### src/rtl/spi_shift_reg_if.sv
// Bus bundle for spi_shift_reg: the controller drives the strobes and data,
// the shift register drives the word, serial bit and status back.
interface spi_shift_reg_if #(
    parameter int WIDTH = 8
);
    logic             ena;
    logic             load;
    logic [WIDTH-1:0] data_in;
    logic             shift;
    logic             serial_in;
    logic [WIDTH-1:0] data_out;
    logic             serial_out;
    logic             busy;
    logic             done;
    logic             parity_out;

    modport master (
        output ena, load, data_in, shift, serial_in,
        input  data_out, serial_out, busy, done, parity_out
    );

    modport slave (
        input  ena, load, data_in, shift, serial_in,
        output data_out, serial_out, busy, done, parity_out
    );
endinterface

### src/rtl/spi_shift_reg.sv
// Parallel-load / serial-shift register with remaining-bit counter, shared SPI data path.
// Define SPI_SHIFT_REG_PARITY_EN to build the even-parity output of each completed word.
module spi_shift_reg #(
    parameter int WIDTH     = 8,
    parameter int MSB_FIRST = 1
) (
    input  logic            clk,
    input  logic            rst,
    spi_shift_reg_if.slave  bus
);
    localparam int CW = $clog2(WIDTH + 1);

    typedef enum logic {
        IDLE,
        SHIFT
    } state_t;

    state_t           state;
    logic [WIDTH-1:0] sreg;
    logic [CW-1:0]    cnt;
    logic             done_q;
    logic [WIDTH-1:0] shifted;
    logic             accept_load;
    logic             accept_shift;
    logic             last_shift;

    // Load always beats a simultaneous shift, including the final one.
    assign accept_load  = bus.ena & bus.load;
    assign accept_shift = bus.ena & bus.shift & (state == SHIFT) & ~bus.load;
    assign last_shift   = (cnt == CW'(1));

    always_comb begin
        shifted = sreg;
        if (MSB_FIRST != 0)
            shifted = {sreg[WIDTH-2:0], bus.serial_in};
        else
            shifted = {bus.serial_in, sreg[WIDTH-1:1]};
    end

`ifdef SPI_SHIFT_REG_PARITY_EN
    logic parity_q;
`endif

    // done drops back every cycle regardless of ena, so it is a one-cycle pulse.
    always_ff @(posedge clk or posedge rst) begin
        if (rst) begin
            state  <= IDLE;
            sreg   <= '0;
            cnt    <= '0;
            done_q <= 1'b0;
`ifdef SPI_SHIFT_REG_PARITY_EN
            parity_q <= 1'b0;
`endif
        end else begin
            done_q <= 1'b0;
            if (accept_load) begin
                sreg  <= bus.data_in;
                cnt   <= CW'(WIDTH);
                state <= SHIFT;
            end else if (accept_shift) begin
                sreg <= shifted;
                cnt  <= cnt - CW'(1);
                if (last_shift) begin
                    state  <= IDLE;
                    done_q <= 1'b1;
`ifdef SPI_SHIFT_REG_PARITY_EN
                    parity_q <= ^shifted;
`endif
                end
            end
        end
    end

    assign bus.data_out   = sreg;
    assign bus.serial_out = (MSB_FIRST != 0) ? sreg[WIDTH-1] : sreg[0];
    assign bus.busy       = (state == SHIFT);
    assign bus.done       = done_q;
`ifdef SPI_SHIFT_REG_PARITY_EN
    assign bus.parity_out = parity_q;
`else
    assign bus.parity_out = 1'b0;
`endif
endmodule

### src/flat_wrapper.sv
// flat-port wrapper written by rule: the top's interface ports become plain ports
module spi_shift_reg_flat 
#(
    parameter int WIDTH     = 8,
    parameter int MSB_FIRST = 1
)
  (clk, rst, bus_ena, bus_load, bus_data_in, bus_shift, bus_serial_in, bus_data_out, bus_serial_out, bus_busy, bus_done, bus_parity_out);
  spi_shift_reg_if #(.WIDTH(WIDTH)) bus_i ();
  input  logic clk;
  input  logic rst;
  input wire logic [$bits(bus_i.ena)-1:0] bus_ena;
  input wire logic [$bits(bus_i.load)-1:0] bus_load;
  input wire logic [$bits(bus_i.data_in)-1:0] bus_data_in;
  input wire logic [$bits(bus_i.shift)-1:0] bus_shift;
  input wire logic [$bits(bus_i.serial_in)-1:0] bus_serial_in;
  output wire logic [$bits(bus_i.data_out)-1:0] bus_data_out;
  output wire logic [$bits(bus_i.serial_out)-1:0] bus_serial_out;
  output wire logic [$bits(bus_i.busy)-1:0] bus_busy;
  output wire logic [$bits(bus_i.done)-1:0] bus_done;
  output wire logic [$bits(bus_i.parity_out)-1:0] bus_parity_out;
  assign bus_i.ena = bus_ena;
  assign bus_i.load = bus_load;
  assign bus_i.data_in = bus_data_in;
  assign bus_i.shift = bus_shift;
  assign bus_i.serial_in = bus_serial_in;
  assign bus_data_out = bus_i.data_out;
  assign bus_serial_out = bus_i.serial_out;
  assign bus_busy = bus_i.busy;
  assign bus_done = bus_i.done;
  assign bus_parity_out = bus_i.parity_out;
  spi_shift_reg #(.WIDTH(WIDTH), .MSB_FIRST(MSB_FIRST)) u_core (.clk(clk), .rst(rst), .bus(bus_i));
endmodule
### config.mk
export PLATFORM = sky130hd
export DESIGN_NAME = spi_shift_reg_flat
export DESIGN_NICKNAME = d
export VERILOG_FILES = /design/src/rtl/spi_shift_reg_if.sv /design/src/rtl/spi_shift_reg.sv /design/src/flat_wrapper.sv
export SDC_FILE = /design/constraint.sdc
export NUM_CORES = 1
export LEC_CHECK = 0
export ABC_CLOCK_PERIOD_IN_PS = 1300
export CAP_MARGIN = 20
export CORE_ASPECT_RATIO = 1.5
export CORE_UTILIZATION = 30
export DETAILED_ROUTE_END_ITERATION = 10
export PLACE_DENSITY_LB_ADDON = 0.25
export SLEW_MARGIN = 20
export SYNTH_ARGS = -nofsm -noshare
export SYNTH_HDL_FRONTEND = slang
export SYNTH_SLANG_ARGS = --single-unit
### constraint.sdc
create_clock -name clk -period 1.3 [get_ports clk]
set_input_delay 0.39 -clock clk [delete_from_list [all_inputs] [get_ports clk]]
set_output_delay 0.39 -clock clk [all_outputs]
set_load 0.05 [all_outputs]
# After elaboration in Yosys (flattened, before gate mapping)
# Index checks and enable logic that the tools add are counted.
[op_classes]
n_addsub = 1
n_eq_ne = 1
mux = 10
bitwise = 5
n_reduce_logical = 3
[op_table]
columns = ["operator", "count"]
rows = [
  ["two-way mux 8 bit", 2],
  ["two-way mux 4 bit", 2],
  ["two-way mux 1 bit", 6],
  ["bitwise AND 1 bit", 4],
  ["equality test 4 x 1 -> 1 bit (second input constant)", 1],
  ["nonzero test 2 bit", 2],
  ["subtractor 4 x 1 -> 4 bit (second input constant)", 1],
  ["AND reduction 2 bit", 1],
  ["NOT 1 bit", 1],
]
[totals]
register_bits = 14
inputBits = 14
output_inout_bits = 12
wordCells = 24

# Logic depth before layout (Yosys ltp)
# Gate-level depths: netlist (run 1).
[depth]
word_depth = 5
mapped_depth = 4
ltp_nobuf = 4

# Least setup slack after synthesis (run 1)
# Ideal clock, no wire load.
[synth_path]
kind = "reg-to-reg"
startpoint = "register u_core.state (netlist: u_core.bus.busy)"
endpoint = "register u_core.sreg[1] (netlist: u_core.bus.data_out[1])"
setup_time_ps = 126
t_arrival_ps = 1372
required_ps = 1174
path_slack_ps = -198
path_stages_with_launch = 4
path_buffers = 1
period_less_slack_ps = 1498
path_cell_list = "dfrtp_1 > and4b_1 > buf_2 > a221o_1"
[synth_via]
elab_chain_cells = 3
[synth_lines]
columns = ["item", "line", "rtl"]
rows = [
  ["from (decl)", "spi_shift_reg.sv:18", "state_t state;"],
  ["from (signal assigned)", "spi_shift_reg.sv:47", "state <= IDLE;"],
  ["from (signal assigned)", "spi_shift_reg.sv:59", "state <= SHIFT;"],
  ["from (signal assigned)", "spi_shift_reg.sv:64", "state <= IDLE;"],
  ["bitwise AND 1 bit (2 in series)", "spi_shift_reg.sv:29", "assign accept_shift = bus.ena & bus.shift & (state == SHIFT) & ~bus.load;"],
  ["nonzero test 2 bit (no source line)", "--", ""],
  ["to (signal assigned)", "spi_shift_reg.sv:57", "sreg <= bus.data_in;"],
  ["to (signal assigned)", "spi_shift_reg.sv:61", "sreg <= shifted;"],
  ["to (decl)", "spi_shift_reg.sv:19", "logic [WIDTH-1:0] sreg;"],
]
# No other way between the ends.
# A chain may end at the register's enable or synchronous reset.

# Worst setup path in the final report (run 1)
[layout_path]
startpoint = "register u_core.state (netlist: u_core.bus.busy)"
endpoint = "output bus_busy"
[layout_rtl]
columns = ["item", "line", "rtl"]
rows = [
  ["to (decl)", "flat_wrapper.sv:18", "output wire logic [$bits(bus_i.busy)-1:0] bus_busy;"],
]
# No word-level cell between the ends.

==> results of run 1 <==
[power by group through the flow]
stage          logic, mW  clock network (mW)  registers, mW
2_1_floorplan      0.147                   0          0.688
3_3_place_gp       0.535                   0          0.582
3_5_place_dp       0.541                   0          0.585
4_1_cts            0.545               0.320          0.578
5_1_grt            0.631               0.348          0.578
6_report           0.594               0.304          0.569
[cells in the final DEF (no fill, tap or decap), drive strengths merged, types with 3 or more instances in the layout]
cell	count
buf	27
inv	6
dlygate4sd2	3
a221o	7
o21ai	4
dfrtp	14
clkdlybuf4s50	10
and3	8
nand2	3
clkbuf	4
[logic make-up after synthesis]
| logic type | after synthesis | synth area share, % |
|---|---|---|
| AOI/OAI and AO/OA | 15 | 18.0 |
| adders and majority gates | 2 | 3.70 |
| buffers and inverters | 11 | 7.59 |
| DFF | 14 | 51.9 |
| muxes | 1 | 1.48 |
| other | 1 | 0.555 |
| and+or+nand+nor | 18 | 16.9 |
[worst min path at each step]
stage	depth (start not counted)	slack [ps]	startpoint	endpoint
after global routing	3	440	rst	u_core.bus.data_out[5]
final	3	400	rst	u_core.bus.data_out[5]
after detailed placement	1	490	u_core.cnt[3]	u_core.bus.done
after global placement	1	480	u_core.cnt[3]	u_core.bus.done
after CTS	3	390	rst	u_core.bus.data_out[5]
after floorplan	1	280	rst	u_core.bus.data_out[0]
[area by class of cell]
cell class / count / area (sq um)
Tap cell: 22 / 27.5
Sequential cell: 14 / 353
Fill cell: 179 / 877
Inverter: 6 / 22.5
Timing Repair Buffer: 40 / 478
Multi-Input combinational cell: 37 / 283
Clock buffer: 4 / 36.3
[sequential cells by signal, indices dropped and copies added (netlist names)]
signal,flops
u_core.bus.busy,1
u_core.bus.data_out,8
u_core.bus.done,1
u_core.cnt,4
[synth_stat cells, drive strengths merged]
cell / instances / area [sq um]
nand3: 2 / 10.0
nor3: 1 / 5.00
nand2: 3 / 11.3
dfrtp: 14 / 350
a221o: 7 / 70.1
nor4b: 1 / 15.0
and4b: 1 / 10.0
ha: 2 / 25.0
nand4b: 1 / 8.76
nor2: 1 / 3.75
o21ai: 4 / 20.0
mux2i: 1 / 10.0
a32o: 1 / 10.0
clkbuf: 1 / 3.75
a21oi: 2 / 13.8
buf: 4 / 25.0
and3: 8 / 50.1
a22oi: 1 / 7.51
inv: 6 / 22.5
conb: 1 / 3.75
[worst max-delay path: cells and delay by family, from the launching register on]
family                 cells  cell delay (ps)
flip-flops                 1              420
buffers and inverters      2              250
[per-layer routing]
metal	up-vias	part of all wire, %	track usage, %
li1	307	-	-
met1	308	41	18.4
met2	19	54	25.9
met3	2	4.2	2.23
met4	0	0.63	8.57
met5	-	0	0
[through the flow]
stage | utilization (%) | std cells | hold WS [ps] | total power [mW]
final | 57.8 | 123 | 400 | 1.47
after global routing | 57.8 | 123 | 443 | 1.56
after CTS | 55.1 | 116 | 394 | 1.44
after detailed placement | 52.3 | 111 | 492 | 1.13
after global placement | 52.3 | 111 | 481 | 1.12
after floorplan | - | 62 | 279 | 0.835
[what timing repair did]
action                                 in CTS  in global routing
setup buffers                               1                  6
gates resized for setup                     8                  2
pin swaps                                   1                  0
cloned                                      0                  1
endpoints found under the hold margin       0                  0
setup endpoints to repair                  14                 17
==> impl_metrics.prom, run 1 <==
# TYPE chip_impl_metric gauge
chip_impl_metric{name="die_height",unit="um"} 60.1
chip_impl_metric{name="synth_nets",unit=""} 78
chip_impl_metric{name="finalNetCount",unit=""} 118
chip_impl_info{name="crit_path_end",value="bus_busy"} 1
chip_impl_metric{name="drt-total-wl",unit="um"} 1580
chip_impl_info{name="endpoint_kind",value="output pin"} 1
chip_impl_metric{name="grt_max_degree",unit=""} 15
chip_impl_info{name="slowest_cell_on_the_critical_path",value="sky130_fd_sc_hd__dfrtp_2"} 1
chip_impl_metric{name="ioPinCount",unit=""} 26
chip_impl_metric{name="drv_cap",unit=""} 0
chip_impl_metric{name="setup_violations",unit=""} 1
chip_impl_info{name="cp_cell_sequence",value="buf_6 -> buf_12"} 1
chip_impl_metric{name="power_density",unit="mW/mm^2"} 1220
chip_impl_metric{name="cp.arrival",unit="ps"} 960
chip_impl_metric{name="area_growth",unit="%"} 77.6
chip_impl_metric{name="worstPathMaxFanout",unit=""} 3
chip_impl_metric{name="syn-mean-instance-area",unit="sq um"} 10.9
chip_impl_metric{name="avgRoutedWirePerCell",unit="um"} 12.8
chip_impl_info{name="timing.setup.critical_path_class",value="reg2out"} 1
chip_impl_metric{name="drc_errors",unit=""} 0
chip_impl_metric{name="internal_power",unit="mW"} 0.979
chip_impl_metric{name="final_hold_viol_count",unit=""} 0
chip_impl_metric{name="detailed_place_hpwl",unit="um"} 1210
chip_impl_info{name="violations",value="setup timing"} 1
chip_impl_metric{name="floorplan.initialDensity",unit="%"} 32.5
chip_impl_metric{name="tritoncts_num_sinks",unit=""} 14
chip_impl_metric{name="irDropWorstVdd",unit="mV"} 0.754
chip_impl_metric{name="cts_hold_buf",unit=""} 0
chip_impl_metric{name="initial_drc_count",unit=""} 10
chip_impl_info{name="cts-root-buf",value="sky130_fd_sc_hd__clkbuf_4"} 1
chip_impl_metric{name="mapped_cell_area",unit="sq um"} 676
chip_impl_metric{name="post_synth_inst_count",unit=""} 62
chip_impl_metric{name="global_route_wire_length_before_repair",unit="um"} 2630
chip_impl_metric{name="synth.ff_latch_count",unit=""} 14
chip_impl_metric{name="fin_worst_skew",unit="ps"} 0.815
chip_impl_metric{name="cts_made_buffers",unit=""} 3
chip_impl_info{name="hp-class",value="in2async"} 1
chip_impl_metric{name="setup-tns-final",unit="ps"} -46.4
chip_impl_metric{name="p_sw_share",unit="%"} 33.2
chip_impl_metric{name="comb_power_share",unit="%"} 40.5
chip_impl_metric{name="critical_path.max_stage_delay",unit="ps"} 420
chip_impl_metric{name="power_frac_seq",unit="%"} 38.8
chip_impl_info{name="crit-reg2reg-launch",value="u_core.bus.busy"} 1
chip_impl_metric{name="remaining_number_of_nets_flagged_by_the_antenna_check_after_routing",unit=""} 0
chip_impl_info{name="status",value="complete, but fails checks"} 1
chip_impl_metric{name="finalWorstSetupSlack",unit="ps"} -46.4
chip_impl_metric{name="tcrit_tclk_final",unit="%"} 104
chip_impl_metric{name="max-clock-path-buffers",unit=""} 2
chip_impl_metric{name="yosysWarningCount",unit=""} 0
chip_impl_metric{name="die-width",unit="um"} 40.8
chip_impl_metric{name="clkPwrFrac",unit="%"} 20.7
chip_impl_metric{name="via_per_inst",unit=""} 5.17
chip_impl_metric{name="iteration_count_of_the_initial_detailed_routing_pass",unit=""} 4
chip_impl_metric{name="antenna_found_initial",unit=""} 0
chip_impl_metric{name="final-max-slew-violation-count",unit=""} 0
chip_impl_metric{name="worst-r2r-setup-slack",unit="ps"} 10
chip_impl_metric{name="cts.htree.levels",unit=""} 1
chip_impl_info{name="setup.worst_path.start_class",value="register"} 1
chip_impl_metric{name="port_buffers",unit=""} 24
chip_impl_metric{name="reg2reg_depth",unit=""} 3
chip_impl_metric{name="netSwitchingPower",unit="mW"} 0.487
chip_impl_info{name="reg2reg_to",value="u_core.bus.data_out[3]"} 1
chip_impl_metric{name="clkLatencyLatePin",unit="ps"} 270
chip_impl_metric{name="fin_crit",unit="ps"} 1350
chip_impl_metric{name="place.gp.congestion",unit=""} 0.755
chip_impl_metric{name="num_rows",unit=""} 20
chip_impl_metric{name="core_area",unit="sq mm"} 0.00208
chip_impl_metric{name="pre_cts_slack",unit="ps"} -471
chip_impl_metric{name="global_route_usage_over_all_layers",unit="%"} 15.6
chip_impl_metric{name="num_antenna_cells",unit=""} 0
chip_impl_metric{name="layout-drive-gt1-share",unit="%"} 35.6
chip_impl_metric{name="achievable-frequency",unit="MHz"} 743
chip_impl_metric{name="leakage_power_figure",unit="nW"} 0.585
chip_impl_metric{name="first_global_vias",unit=""} 603
chip_impl_metric{name="seq_area_frac_synth",unit="%"} 51.9
chip_impl_info{name="worst_setup_path_startpoint",value="u_core.bus.busy"} 1
chip_impl_metric{name="die-area",unit="sq mm"} 0.00245
chip_impl_info{name="tritoncts_clock_tree",value="built"} 1
chip_impl_metric{name="dr_total_vias",unit=""} 636
chip_impl_metric{name="cp_data_required_time",unit="ps"} 910
chip_impl_info{name="rsz0062_at_grt",value="true"} 1
chip_impl_metric{name="post_place_cell_area",unit="sq mm"} 0.00109
chip_impl_metric{name="grt_remaining_overflow",unit=""} 0
chip_impl_metric{name="stdcell_area",unit="sq mm"} 0.00120
chip_impl_metric{name="register_clock_pin_slew_on_the_reported_worst_setup_and_hold_paths",unit="ps"} 80
chip_impl_metric{name="synth.distinct_cells",unit=""} 23
Power figures use the tool's default switching activity.
==> run 2, diff against run 1 <==
--- a/config.mk
+++ b/config.mk
@@ -7,10 +7,10 @@
 export LEC_CHECK = 0
 export ABC_CLOCK_PERIOD_IN_PS = 1300
 export CAP_MARGIN = 20
-export CORE_ASPECT_RATIO = 1.5
-export CORE_UTILIZATION = 30
+export CORE_UTILIZATION = 35
 export DETAILED_ROUTE_END_ITERATION = 10
 export PLACE_DENSITY_LB_ADDON = 0.25
+export REMOVE_ABC_BUFFERS = 1
 export SLEW_MARGIN = 20
 export SYNTH_ARGS = -nofsm -noshare
 export SYNTH_HDL_FRONTEND = slang
==> impl_metrics.prom, run 2 (synthesized netlist as in run 1, its figures left out) <==
# TYPE chip_impl_metric gauge
chip_impl_metric{name="register_clock_pin_slew_on_the_reported_worst_setup_and_hold_paths",unit="ps"} 80
chip_impl_metric{name="antenna_found_initial",unit=""} 0
chip_impl_metric{name="power_density",unit="mW/mm^2"} 1190
chip_impl_metric{name="tcrit_tclk_final",unit="%"} 101
chip_impl_info{name="crit-reg2reg-launch",value="u_core.bus.busy"} 1
chip_impl_metric{name="reg2reg_depth",unit=""} 3
chip_impl_metric{name="cp_data_required_time",unit="ps"} 910
chip_impl_metric{name="global_route_wire_length_before_repair",unit="um"} 2820
chip_impl_metric{name="area_growth",unit="%"} 70.9
chip_impl_metric{name="fin_worst_skew",unit="ps"} 0.224
chip_impl_metric{name="leakage_power_figure",unit="nW"} 0.558
chip_impl_metric{name="grt_max_degree",unit=""} 15
chip_impl_metric{name="worstPathMaxFanout",unit=""} 3
chip_impl_metric{name="setup_violations",unit=""} 1
chip_impl_metric{name="detailed_place_hpwl",unit="um"} 1270
chip_impl_metric{name="grt_remaining_overflow",unit=""} 0
chip_impl_metric{name="first_global_vias",unit=""} 614
chip_impl_metric{name="die-width",unit="um"} 45.9
chip_impl_metric{name="floorplan.initialDensity",unit="%"} 38.3
chip_impl_metric{name="worst-r2r-setup-slack",unit="ps"} 20
chip_impl_info{name="cpLargestDelayFamily",value="flip-flops"} 1
chip_impl_info{name="crit_path_end",value="bus_busy"} 1
chip_impl_metric{name="clkLatencyLatePin",unit="ps"} 270
chip_impl_metric{name="setup-tns-final",unit="ps"} -19.1
chip_impl_metric{name="global_route_usage_over_all_layers",unit="%"} 19.5
chip_impl_metric{name="iteration_count_of_the_initial_detailed_routing_pass",unit=""} 3
chip_impl_info{name="tritoncts_clock_tree",value="built"} 1
chip_impl_info{name="timing.setup.critical_path_class",value="reg2out"} 1
chip_impl_info{name="endpoint_kind",value="output pin"} 1
chip_impl_metric{name="core_area",unit="sq mm"} 0.00176
chip_impl_metric{name="worstPathBufferInverterCount",unit=""} 2
chip_impl_metric{name="pre_cts_slack",unit="ps"} -510
chip_impl_metric{name="via_per_inst",unit=""} 4.93
chip_impl_info{name="rsz0062_at_grt",value="true"} 1
chip_impl_info{name="status",value="complete, but fails checks"} 1
chip_impl_info{name="cp_cell_sequence",value="buf_6 -> buf_12"} 1
chip_impl_info{name="reg2reg_to",value="u_core.bus.data_out[1]"} 1
chip_impl_metric{name="stdcell_area",unit="sq mm"} 0.00115
chip_impl_metric{name="final_hold_viol_count",unit=""} 0
chip_impl_metric{name="cp.arrival",unit="ps"} 930
chip_impl_metric{name="largest_register_ffs",unit=""} 8
chip_impl_metric{name="tritoncts_num_sinks",unit=""} 14
chip_impl_metric{name="cts.htree.levels",unit=""} 1
chip_impl_metric{name="num_antenna_cells",unit=""} 0
chip_impl_metric{name="finalWorstSetupSlack",unit="ps"} -19.1
chip_impl_metric{name="drv_cap",unit=""} 0
chip_impl_metric{name="layout-drive-gt1-share",unit="%"} 31.3
chip_impl_metric{name="initial_drc_count",unit=""} 7
chip_impl_metric{name="avgRoutedWirePerCell",unit="um"} 13.9
chip_impl_metric{name="cts_made_buffers",unit=""} 3
chip_impl_metric{name="ioPinCount",unit=""} 26
chip_impl_metric{name="die-area",unit="sq mm"} 0.00211
chip_impl_metric{name="critical_path_depth",unit=""} 2
chip_impl_metric{name="max-clock-path-buffers",unit=""} 2
chip_impl_metric{name="final-max-slew-violation-count",unit=""} 0
chip_impl_metric{name="drt-total-wl",unit="um"} 1680
chip_impl_metric{name="irDropWorstVdd",unit="mV"} 0.645
chip_impl_info{name="hp-class",value="in2async"} 1
chip_impl_metric{name="drc_errors",unit=""} 0
chip_impl_metric{name="num_rows",unit=""} 15
chip_impl_metric{name="port_buffers",unit=""} 24
chip_impl_info{name="slowest_cell_on_the_critical_path",value="sky130_fd_sc_hd__dfrtp_1"} 1
chip_impl_info{name="violations",value="setup timing"} 1
chip_impl_metric{name="achievable-frequency",unit="MHz"} 758
chip_impl_metric{name="post_place_cell_area",unit="sq mm"} 0.00110
chip_impl_metric{name="place.gp.congestion",unit=""} 0.702
chip_impl_metric{name="remaining_number_of_nets_flagged_by_the_antenna_check_after_routing",unit=""} 0
chip_impl_metric{name="critical_path.max_stage_delay",unit="ps"} 390
chip_impl_metric{name="fin_crit",unit="ps"} 1320
chip_impl_metric{name="dr_total_vias",unit=""} 596
chip_impl_info{name="setup.worst_path.start_class",value="register"} 1
chip_impl_info{name="most-common-layout-cells",value="sky130_fd_sc_hd__dfrtp_1 (13), sky130_fd_sc_hd__buf_12 (11), sky130_fd_sc_hd__clkdlybuf4s50_1 (10), sky130_fd_sc_hd__buf_4 (10), sky130_fd_sc_hd__and3_1 (8)"} 1
chip_impl_metric{name="finalNetCount",unit=""} 114
chip_impl_info{name="cts-root-buf",value="sky130_fd_sc_hd__clkbuf_4"} 1
chip_impl_metric{name="finalPower",unit="mW"} 1.37
chip_impl_info{name="layout_commonest_cell",value="sky130_fd_sc_hd__dfrtp_1"} 1
chip_impl_metric{name="die_height",unit="um"} 45.9
chip_impl_info{name="worst_setup_path_startpoint",value="u_core.bus.busy"} 1
==> run 2: cell count changes in the layout (fill, tap and decap cells not counted), sizes merged <==
cell,change
buf,-4
clkbuf,-1
==> run 2: tightest hold or removal path: cells and delay by family <==
kind	cells	cell delay, ps
buf+inv	3	650
==> run 2: what timing repair did <==
action	4_1_cts	5_1_grt
gates resized for setup	7	1
buffers inserted	1	1
cloned	0	0
pin swaps	2	3
endpoints found under the setup margin	14	9
hold buffers	0	0
endpoints found under the hold margin	0	0
==> run 2: per-stage QoR <==
stage	utilization, %	instances	hold slack, ps
CTS	64.8	120	405
global route	65.5	121	443
finish	65.5	121	410
floorplan	-	57	279
global placement	62.6	116	473
detailed placement	62.6	116	480
==> run 2: power by group <==
part / total (mW) / leakage (nW) / switching (mW) / internal, mW
logic: 0.555 / 0.377 / 0.270 / 0.286
registers: 0.574 / 0.167 / 0.0778 / 0.496
clock network: 0.241 / 0.0138 / 0.133 / 0.107
==> run 2: routing by layer <==
| metal | vias to the layer above | GRT usage, % | part of all wire, % |
|---|---|---|---|
| met3 | 2 | 3.57 | 2.6 |
| met5 | - | 0 | 0 |
| met4 | 0 | 8.82 | 1.0 |
| met1 | 286 | 23.0 | 44 |
| met2 | 14 | 33.8 | 52 |
| li1 | 294 | - | - |
==> run 2: final cells by class <==
class                      instances  area, sq um
clock buffer                       3         22.5
tap                               25         31.3
sequential                        14          352
fill                             151          609
inverter                           6         22.5
timing repair buffer              36          444
multi-input combinational         37          283
==> run 2: worst min path at each step <==
stage                  start                     end  cells past startpoint  slack [ps]
2_1_floorplan            rst         u_core.bus.busy                      1         280
3_3_place_gp   u_core.cnt[3]         u_core.bus.done                      1         470
3_5_place_dp   u_core.cnt[3]         u_core.bus.done                      1         480
4_1_cts                  rst           u_core.cnt[0]                      3         410
5_1_grt                  rst  u_core.bus.data_out[6]                      3         440
6_report                 rst           u_core.cnt[0]                      3         410
==> run 3, diff against run 2 <==
--- a/config.mk
+++ b/config.mk
@@ -9,7 +9,7 @@
 export CAP_MARGIN = 20
 export CORE_UTILIZATION = 35
 export DETAILED_ROUTE_END_ITERATION = 10
-export PLACE_DENSITY_LB_ADDON = 0.25
+export PLACE_DENSITY = 0.77
 export REMOVE_ABC_BUFFERS = 1
 export SLEW_MARGIN = 20
 export SYNTH_ARGS = -nofsm -noshare
==> impl_metrics.prom, run 3 (synthesized netlist as in run 1, its figures left out) <==
# TYPE chip_impl_metric gauge
chip_impl_info{name="status",value="complete, but fails checks"} 1
chip_impl_metric{name="final_hold_viol_count",unit=""} 0
chip_impl_metric{name="cp.arrival",unit="ps"} 960
chip_impl_metric{name="cp_data_required_time",unit="ps"} 910
chip_impl_info{name="layout_commonest_cell",value="sky130_fd_sc_hd__buf_4"} 1
chip_impl_info{name="setup.worst_path.start_class",value="register"} 1
chip_impl_metric{name="global_route_usage_over_all_layers",unit="%"} 17.8
chip_impl_metric{name="place.gp.congestion",unit=""} 0.774
chip_impl_metric{name="finalWorstSetupSlack",unit="ps"} -51.6
chip_impl_metric{name="worstPathMaxFanout",unit=""} 2
chip_impl_info{name="tritoncts_clock_tree",value="built"} 1
chip_impl_metric{name="remaining_number_of_nets_flagged_by_the_antenna_check_after_routing",unit=""} 0
chip_impl_metric{name="area_growth",unit="%"} 82.8
chip_impl_info{name="most-common-layout-cells",value="sky130_fd_sc_hd__buf_4 (17), sky130_fd_sc_hd__buf_12 (11), sky130_fd_sc_hd__dfrtp_1 (11)"} 1
chip_impl_metric{name="num_rows",unit=""} 15
chip_impl_metric{name="detailed_place_hpwl",unit="um"} 1200
chip_impl_metric{name="leakage_power_figure",unit="nW"} 0.604
chip_impl_metric{name="dr_total_vias",unit=""} 636
chip_impl_metric{name="die-area",unit="sq mm"} 0.00211
chip_impl_metric{name="via_per_inst",unit=""} 4.89
chip_impl_info{name="slowest_cell_on_the_critical_path",value="sky130_fd_sc_hd__dfrtp_1"} 1
chip_impl_metric{name="critical_path.max_stage_delay",unit="ps"} 410
chip_impl_metric{name="multi_input_gate_area",unit="sq um"} 283
chip_impl_metric{name="fin_crit",unit="ps"} 1350
chip_impl_metric{name="register_clock_pin_slew_on_the_reported_worst_setup_and_hold_paths",unit="ps"} 80
chip_impl_metric{name="finalNetCount",unit=""} 122
chip_impl_metric{name="ioPinCount",unit=""} 26
chip_impl_metric{name="global_route_wire_length_before_repair",unit="um"} 2480
chip_impl_metric{name="initial_drc_count",unit=""} 16
chip_impl_metric{name="finish.cell_count_without_fillers",unit=""} 130
chip_impl_metric{name="placed_cells",unit=""} 117
chip_impl_info{name="crit-reg2reg-launch",value="u_core.bus.busy"} 1
chip_impl_metric{name="die_height",unit="um"} 45.9
chip_impl_metric{name="cts_hold_buf",unit=""} 0
chip_impl_info{name="cp_cell_sequence",value="buf_6 -> buf_12"} 1
chip_impl_metric{name="layout-drive-gt1-share",unit="%"} 39.0
chip_impl_metric{name="power_density",unit="mW/mm^2"} 1210
chip_impl_metric{name="tritoncts_num_sinks",unit=""} 14
chip_impl_metric{name="max-clock-path-buffers",unit=""} 2
chip_impl_metric{name="port_buffers",unit=""} 24
chip_impl_metric{name="setup-tns-final",unit="ps"} -51.6
chip_impl_metric{name="grt_max_degree",unit=""} 15
chip_impl_metric{name="achievable-frequency",unit="MHz"} 740
chip_impl_metric{name="seq_area",unit="sq um"} 354
chip_impl_metric{name="irDropWorstVdd",unit="mV"} 0.655
chip_impl_info{name="violations",value="setup timing"} 1
chip_impl_metric{name="worstPathBufferInverterCount",unit=""} 2
chip_impl_metric{name="final-max-slew-violation-count",unit=""} 0
chip_impl_metric{name="num-fill-cells",unit=""} 133
chip_impl_metric{name="pre_cts_slack",unit="ps"} -495
chip_impl_metric{name="setup_violations",unit=""} 1
chip_impl_info{name="endpoint_kind",value="output pin"} 1
chip_impl_metric{name="cts_made_buffers",unit=""} 3
chip_impl_info{name="worst_setup_path_startpoint",value="u_core.bus.busy"} 1
chip_impl_info{name="rsz0062_at_grt",value="true"} 1
chip_impl_metric{name="die-width",unit="um"} 45.9
chip_impl_metric{name="floorplan.initialDensity",unit="%"} 38.3
chip_impl_metric{name="drv_cap",unit=""} 0
chip_impl_info{name="timing.setup.critical_path_class",value="reg2out"} 1
chip_impl_info{name="cts-root-buf",value="sky130_fd_sc_hd__clkbuf_4"} 1
chip_impl_metric{name="core_area",unit="sq mm"} 0.00176
chip_impl_metric{name="num_antenna_cells",unit=""} 0
chip_impl_metric{name="drc_errors",unit=""} 0
chip_impl_metric{name="iteration_count_of_the_initial_detailed_routing_pass",unit=""} 4
chip_impl_metric{name="first_global_vias",unit=""} 571
chip_impl_metric{name="antenna_found_initial",unit=""} 0
chip_impl_info{name="hp-class",value="in2async"} 1
chip_impl_metric{name="grt_remaining_overflow",unit=""} 0
chip_impl_metric{name="clkLatencyLatePin",unit="ps"} 280
chip_impl_info{name="cpLargestDelayFamily",value="flip-flops"} 1
chip_impl_metric{name="drt-total-wl",unit="um"} 1680
chip_impl_metric{name="cts.htree.levels",unit=""} 1
chip_impl_metric{name="avgRoutedWirePerCell",unit="um"} 12.9
chip_impl_metric{name="fin_worst_skew",unit="ps"} 0.950
chip_impl_metric{name="tcrit_tclk_final",unit="%"} 104
chip_impl_metric{name="largest_register_ffs",unit=""} 8
[run 3: cell count changes in the layout (fill, tap and decap cells not counted), sizes merged]
cell,previous run,this run
buf,23,31
clkbuf,3,4
[run 3: worst reg2reg max path: cells and delay by family (launching register included)]
kind	cells	cell delay, ps
buf+inv	3	400
flops	1	390
simple gates	2	450
[run 3: worst paths after layout]
kind / end / slack [ps] / cells past startpoint
max in group asynchronous: u_core.bus.data_out[3] / 720 / 3
max reg2reg: u_core.bus.done / 0 / 5
max: bus_busy / -50 / 2
min in group clk: u_core.cnt[2] / 540 / 1
min: u_core.cnt[2] / 410 / 3
min reg2reg: u_core.cnt[2] / 540 / 1
[run 3: through the flow]
stage               instance area, sq um  power, mW  hold WS [ps]  utilization [%]
floorplan                            647      0.817           279                -
global placement                    1110       1.11           463             63.0
detailed placement                  1110       1.13           476             63.0
CTS                                 1160       1.45           407             65.6
global route                        1230       1.56           421             70.0
finish                              1230       1.49           408             70.0
[run 3: routing by layer]
metal,global-route usage [%],part of all wire [%],vias to the layer above
met5,0,0,-
met4,8.82,0.71,0
met3,3.97,4.8,2
met2,30.4,51,19
met1,20.5,43,304
li1,-,-,311
[run 3: area by class of cell]
cell class              count  share of cell area (%)
inverters                   6                    1.82
flip-flops and latches     14                    28.7
well taps                  25                    2.53
repair buffers             44                    41.1
clock buffers               4                    2.94
multi-input cells          37                    22.9
[run 3: report_power, final]
| part | total [mW] | internal (mW) | switching (mW) | leakage, nW |
|---|---|---|---|---|
| sequential | 0.574 | 0.498 | 0.0758 | 0.165 |
| combinational | 0.605 | 0.322 | 0.283 | 0.418 |
| clock | 0.313 | 0.170 | 0.143 | 0.0210 |
| total | 1.49 | 0.990 | 0.502 | 0.604 |
[run 3: repair_timing]
action	in CTS	in global routing
gates resized for setup	6	5
endpoints found under the setup margin	16	18
endpoints found under the hold margin	0	0
pin swaps	1	9
buffers inserted	1	8
==> RTL edit 1: new RTL, config.mk and constraints of run 1 <==
`WIDTH` is set to 8 in 3 places; all go to 16.
--- a/src/rtl/spi_shift_reg_if.sv
+++ b/src/rtl/spi_shift_reg_if.sv
@@ -1,7 +1,7 @@
 // Bus bundle for spi_shift_reg: the controller drives the strobes and data,
 // the shift register drives the word, serial bit and status back.
 interface spi_shift_reg_if #(
-    parameter int WIDTH = 8
+    parameter int WIDTH = 16
 );
     logic             ena;
     logic             load;
--- a/src/rtl/spi_shift_reg.sv
+++ b/src/rtl/spi_shift_reg.sv
@@ -1,7 +1,7 @@
 // Parallel-load / serial-shift register with remaining-bit counter, shared SPI data path.
 // Define SPI_SHIFT_REG_PARITY_EN to build the even-parity output of each completed word.
 module spi_shift_reg #(
-    parameter int WIDTH     = 8,
+    parameter int WIDTH     = 16,
     parameter int MSB_FIRST = 1
 ) (
     input  logic            clk,
--- a/src/flat_wrapper.sv
+++ b/src/flat_wrapper.sv
@@ -1,7 +1,7 @@
 // flat-port wrapper written by rule: the top's interface ports become plain ports
 module spi_shift_reg_flat 
 #(
-    parameter int WIDTH     = 8,
+    parameter int WIDTH     = 16,
     parameter int MSB_FIRST = 1
 )
   (clk, rst, bus_ena, bus_load, bus_data_in, bus_shift, bus_serial_in, bus_data_out, bus_serial_out, bus_busy, bus_done, bus_parity_out);
Ports: changed (resized bus_data_in and bus_data_out); port bits go from 26 to 42. The function was not compared with the original's and may differ.
==> RTL edit 1 against run 1 <==
  * The flow still finishes with violations (negative setup slack)
  * Power rose by 61%
  * Cell area rose by 53%
  * Die area rose by 61%
  * Sequential cell count rose by 9
  * Synthesized area rose by 64%
  * Sequential share of layout area rose by 2.2 points
  * Count of clock-buffer cells in the layout fell by 1
  * Setup slack improved by 0.029 ns
  * Clock skew rose by 0.0040 ns
  * Wire length rose by 64%
==> RTL edit 1: results (changes against run 1) <==
| Item | Value | Unit | Delta |
|---|---|---|---|
| Outcome | finished with violations | - |  |
| Failing checks | negative setup slack | - |  |
| Max reg flops | 16 | - | +8 |
| Met3 wirelength from detailed routing | 86 | um | +30% |
| Via count of the first global-routing pass | 949 | - | +57% |
| Power density cells | 1280 | nW/um^2 | +5.1% |
| Detailed Route Iter0 Violations | 24 | - | +14 |
| Post-Synth Adder-Cell Area | 2.25 | % | -1.4 points |
| Netlist cell types | 24 | - | +4.3% |
| Global-route wire length before repair | 4500 | um | +71% |
| Met3 track utilization from global routing | 2.40 | % | +0.16 points |
| Routed metal-1 wire length | 946 | um | +47% |
| Max IR drop VDD | 648 | uV | -14% |
| Sequential share of the synthesized area | 51.9 | % | about the same |
| Placed instance count | 173 | - | +56% |
| Pin count of the biggest net entering global routing | 24 | - | +9 |
| Total Negative Setup Slacks | -0.0170 | ns | +0.0295 ns |
| Cells taking the most area after synthesis | dfrtp_1 52%, a221o_1 14%, and3_1 9.0% | - |  |
| Met1 usage in global routing | 17.6 | % | -0.71 points |
| Global routing met2 resource utilization | 25.8 | % | about the same |
| Met2 wire length | 1510 | um | +77% |
| Final-layout worst hold slack | 0.448 | ns | +0.0474 ns |
| Detailed-route vias per instance | 5.01 | - | -3.2% |
| Post-layout worst setup margin | -0.0170 | ns | +0.0295 ns |
| Total of endpoints with negative setup slack in the final report | 1 | - | unchanged |
| Combinational cell fraction of total power | 40.7 | % | +0.2 points |
| Routed length per placed instance | 14.6 | um | +13% |
| Number of input and output port buffers inserted | 40 | - | +67% |
| Routability Congestion | 0.710 | - | -5.9% |
| Endpoint of the worst register-to-register path | u_core.cnt[0] | - |  |
| Total half-perimeter wirelength after legalization and detailed placement | 2020 | um | +68% |
| Net total in the final layout | 161 | - | +36% |
| Fillers | 305 | - | +70% |
| Post-Place Worst Slack | -0.681 | ns | -0.210 ns |
| Syn avg cell area | 12.2 | um^2 | +12% |
| Total placed instance area | 1760 | um^2 | +62% |
| Multiplexer share of the synthesized area | 3.72 | % | +2.2 points |
| Count of placed standard cells in the final layout, fillers left out | 178 | - | +45% |
| Design Area, Final | 1840 | um^2 | +53% |
| Net Count, Synth | 115 | - | +47% |
-- RTL edit 1: cell count changes after synthesis, moves of 2 or more --
cell     change
mux2i_1      +2
buf_6        +2
nor4_2       +2
inv_1        -2
and3_1       +8
dfrtp_1      +9
a221o_1      +9
-- RTL edit 1: final cells by class --
type / count / share of cell area [%]
tap: 42 / 2.86
clock buffer: 3 / 2.25
sequential: 23 / 31.6
inverter: 4 / 0.818
multi-input combinational: 55 / 24.8
timing repair buffer: 50 / 37.4
clock inverter: 1 / 0.273
-- RTL edit 1: critical path, delay by kind of cell (launching register included) --
kind | cells | cell delay, ns
buffers and inverters | 2 | 0.26
flip-flops | 1 | 0.41
-- RTL edit 1: repair_timing --
action,4_1_cts,5_1_grt
pin swaps,2,14
resized for setup,6,6
setup endpoints to repair,24,24
hold buffers,0,0
buffers inserted,2,2
==> RTL edit 2: new RTL, flow settings as in run 1 <==
Made on the original files. Make the reset (`rst`) synchronous in one clocked block.
--- a/src/rtl/spi_shift_reg.sv
+++ b/src/rtl/spi_shift_reg.sv
@@ -42,7 +42,7 @@
 `endif
 
     // done drops back every cycle regardless of ena, so it is a one-cycle pulse.
-    always_ff @(posedge clk or posedge rst) begin
+    always_ff @(posedge clk) begin
         if (rst) begin
             state  <= IDLE;
             sreg   <= '0;
Behaviour: differs if rst is asserted again (counterexample within 4 cycles, from zero or initial values and one cycle with rst high); with rst held inactive, the same outputs for 10 cycles.
==> RTL edit 2 against run 1 <==
  * Critical path depth down 1
  * Via count up 3.1%
  * Count of clock-buffer cells in the layout unchanged
  * Maximum frequency up 7.1%
  * Largest cell class unchanged
  * Cell area down 2.9%
  * Synthesized area down 2.8%
  * Setup slack better by 0.089 ns
  * Critical path type unchanged
  * Global-route usage up 1.6 points
  * Sequential cell count unchanged
  * Wire length up 9.1%
  * First-iteration DRC count down 40%
Power is not compared: it rests on default switching activity, and its combinational part moved more than twofold at a synthesized area within 25%.
==> RTL edit 2: results (changes against run 1) <==
| Item | Value | Unit | Delta |
|---|---|---|---|
| Layout cell share with drive strength beyond 1 | 34.9 | % | -0.74 points |
| Register area | 287 | um^2 | -19% |
| Most instantiated cells after synthesis | 14 x dfxtp_1, 9 x a21oi_1, 9 x nand3_1 | - |  |
| Endpoint of the worst register-to-register path | u_core.cnt[2] | - |  |
| Global-route wire length before repair | 2790 | um | +6.1% |
| Total via count in the routed design | 656 | - | +3.1% |
| Proportion of register bits with asynchronous set or reset after synthesis | 0 | % | -100 points |
| Global-route usage over all layers | 17.3 | % | +1.6 points |
| Worst-case reg-to-reg path depth | 4 | - | +1 |
| Cell with the largest stage delay on the worst path | dfxtp_1 | - |  |
| Sequential share of the synthesized area | 42.7 | % | -9.2 points |
| H-tree levels | 1 | - | unchanged |
| Reg-to-reg critical path startpoint | u_core.bus.busy | - |  |
| Pin count of the biggest net entering global routing | 15 | - | unchanged |
| Routed length per placed instance | 13.5 | um | +4.8% |
| R2r setup slk | 0.08 | ns | +0.07 ns |
| Syn avg cell area | 9.25 | um^2 | -15% |
| Clock insertion delay at the later pin of the skew report | 0.29 | ns | +0.02 ns |
| Cells taking the most area after synthesis | dfxtp_1 43%, a22oi_1 9.1%, a21oi_1 6.9% | - |  |
| Net Count, Synth | 87 | - | +12% |
| Type of the tightest min-delay check | flip-flop to flip-flop | - |  |
| Detailed Route Iter0 Violations | 6 | - | -4 |
| Total half-perimeter wirelength after legalization and detailed placement | 1300 | um | +7.7% |
| Worst endpoint data arrival time | 0.87 | ns | -0.09 ns |
| Total placed instance area | 1100 | um^2 | +1.7% |
| Final setup skew | 0.00363 | ns | +0.00281 ns |
| Leading area contributor after synthesis | dfxtp_1 | - |  |
| Fillers | 190 | - | +6.1% |
| Outcome | complete, no violations | - |  |
| Detailed-route vias per instance | 5.13 | - | -0.88% |
| Net total in the final layout | 123 | - | +4.2% |
| Peak Freq | 795 | MHz | +7.1% |
| Launch point of the critical path | u_core.bus.data_out[3] | - |  |
==> RTL edit 2: stage by stage <==
stage                     total power (uW)  setup TNS (ns)  setup WS (ns)  hold WS, ns
after floorplan                        585        -0.00101       -0.00101        0.459
after global placement                 731           -4.96         -0.396        0.499
after detailed placement               735           -5.38         -0.456        0.508
after CTS                             1050               0         0.0365        0.521
after global routing                  1100               0        0.00422        0.551
final                                 1050               0         0.0425        0.512
==> RTL edit 2: cell families after synthesis <==
logic type	synth area share (%)
other	0.571
flip-flops	42.7
buffers and inverters	8.76
adder cells (fa/ha/maj)	3.81
AND/OR/NAND/NOR	20.2
XOR/XNOR	1.33
AO/OA/AOI/OAI	22.7
==> RTL edit 2: final cells by class <==
type | count | share of cell area [%]
sequential | 14 | 24.6
clock buffer | 4 | 3.11
tap | 22 | 2.36
multi-input combinational | 47 | 29.4
inverter | 4 | 1.29
timing repair buffer | 37 | 39.2
==> RTL edit 2: routing by layer <==
metal	GRT usage [%]	vias to the layer above	share of wire, %
met1	19.2	307	36
met2	29.5	16	58
met3	2.26	5	3.0
li1	-	328	-
met5	0	-	0
met4	10.0	0	2.5
==> RTL edit 2: worst max path at each step <==
stage | end | slack, ns | cells after the start
2_1_floorplan | u_core.cnt[2] | -0.001 | 3
6_report | bus_data_out[3] | 0.04 | 1
3_3_place_gp | u_core.cnt[2] | -0.40 | 5
4_1_cts | bus_data_out[2] | 0.04 | 1
3_5_place_dp | u_core.cnt[2] | -0.46 | 5
5_1_grt | bus_data_out[6] | 0.004 | 1
==> RTL edit 2: what timing repair did <==
item,4_1_cts,5_1_grt
buffers inserted,1,0
cloned,0,0
pin swaps,2,0
endpoints found under the setup margin,15,1
gates resized for setup,9,1
endpoints found under the hold margin,0,0
==> RTL edit 2: report_power, final <==
| part | total, uW | switching, uW | internal [uW] |
|---|---|---|---|
| registers | 469 | 22.4 | 447 |
| clock network | 324 | 153 | 171 |
| logic | 255 | 122 | 134 |
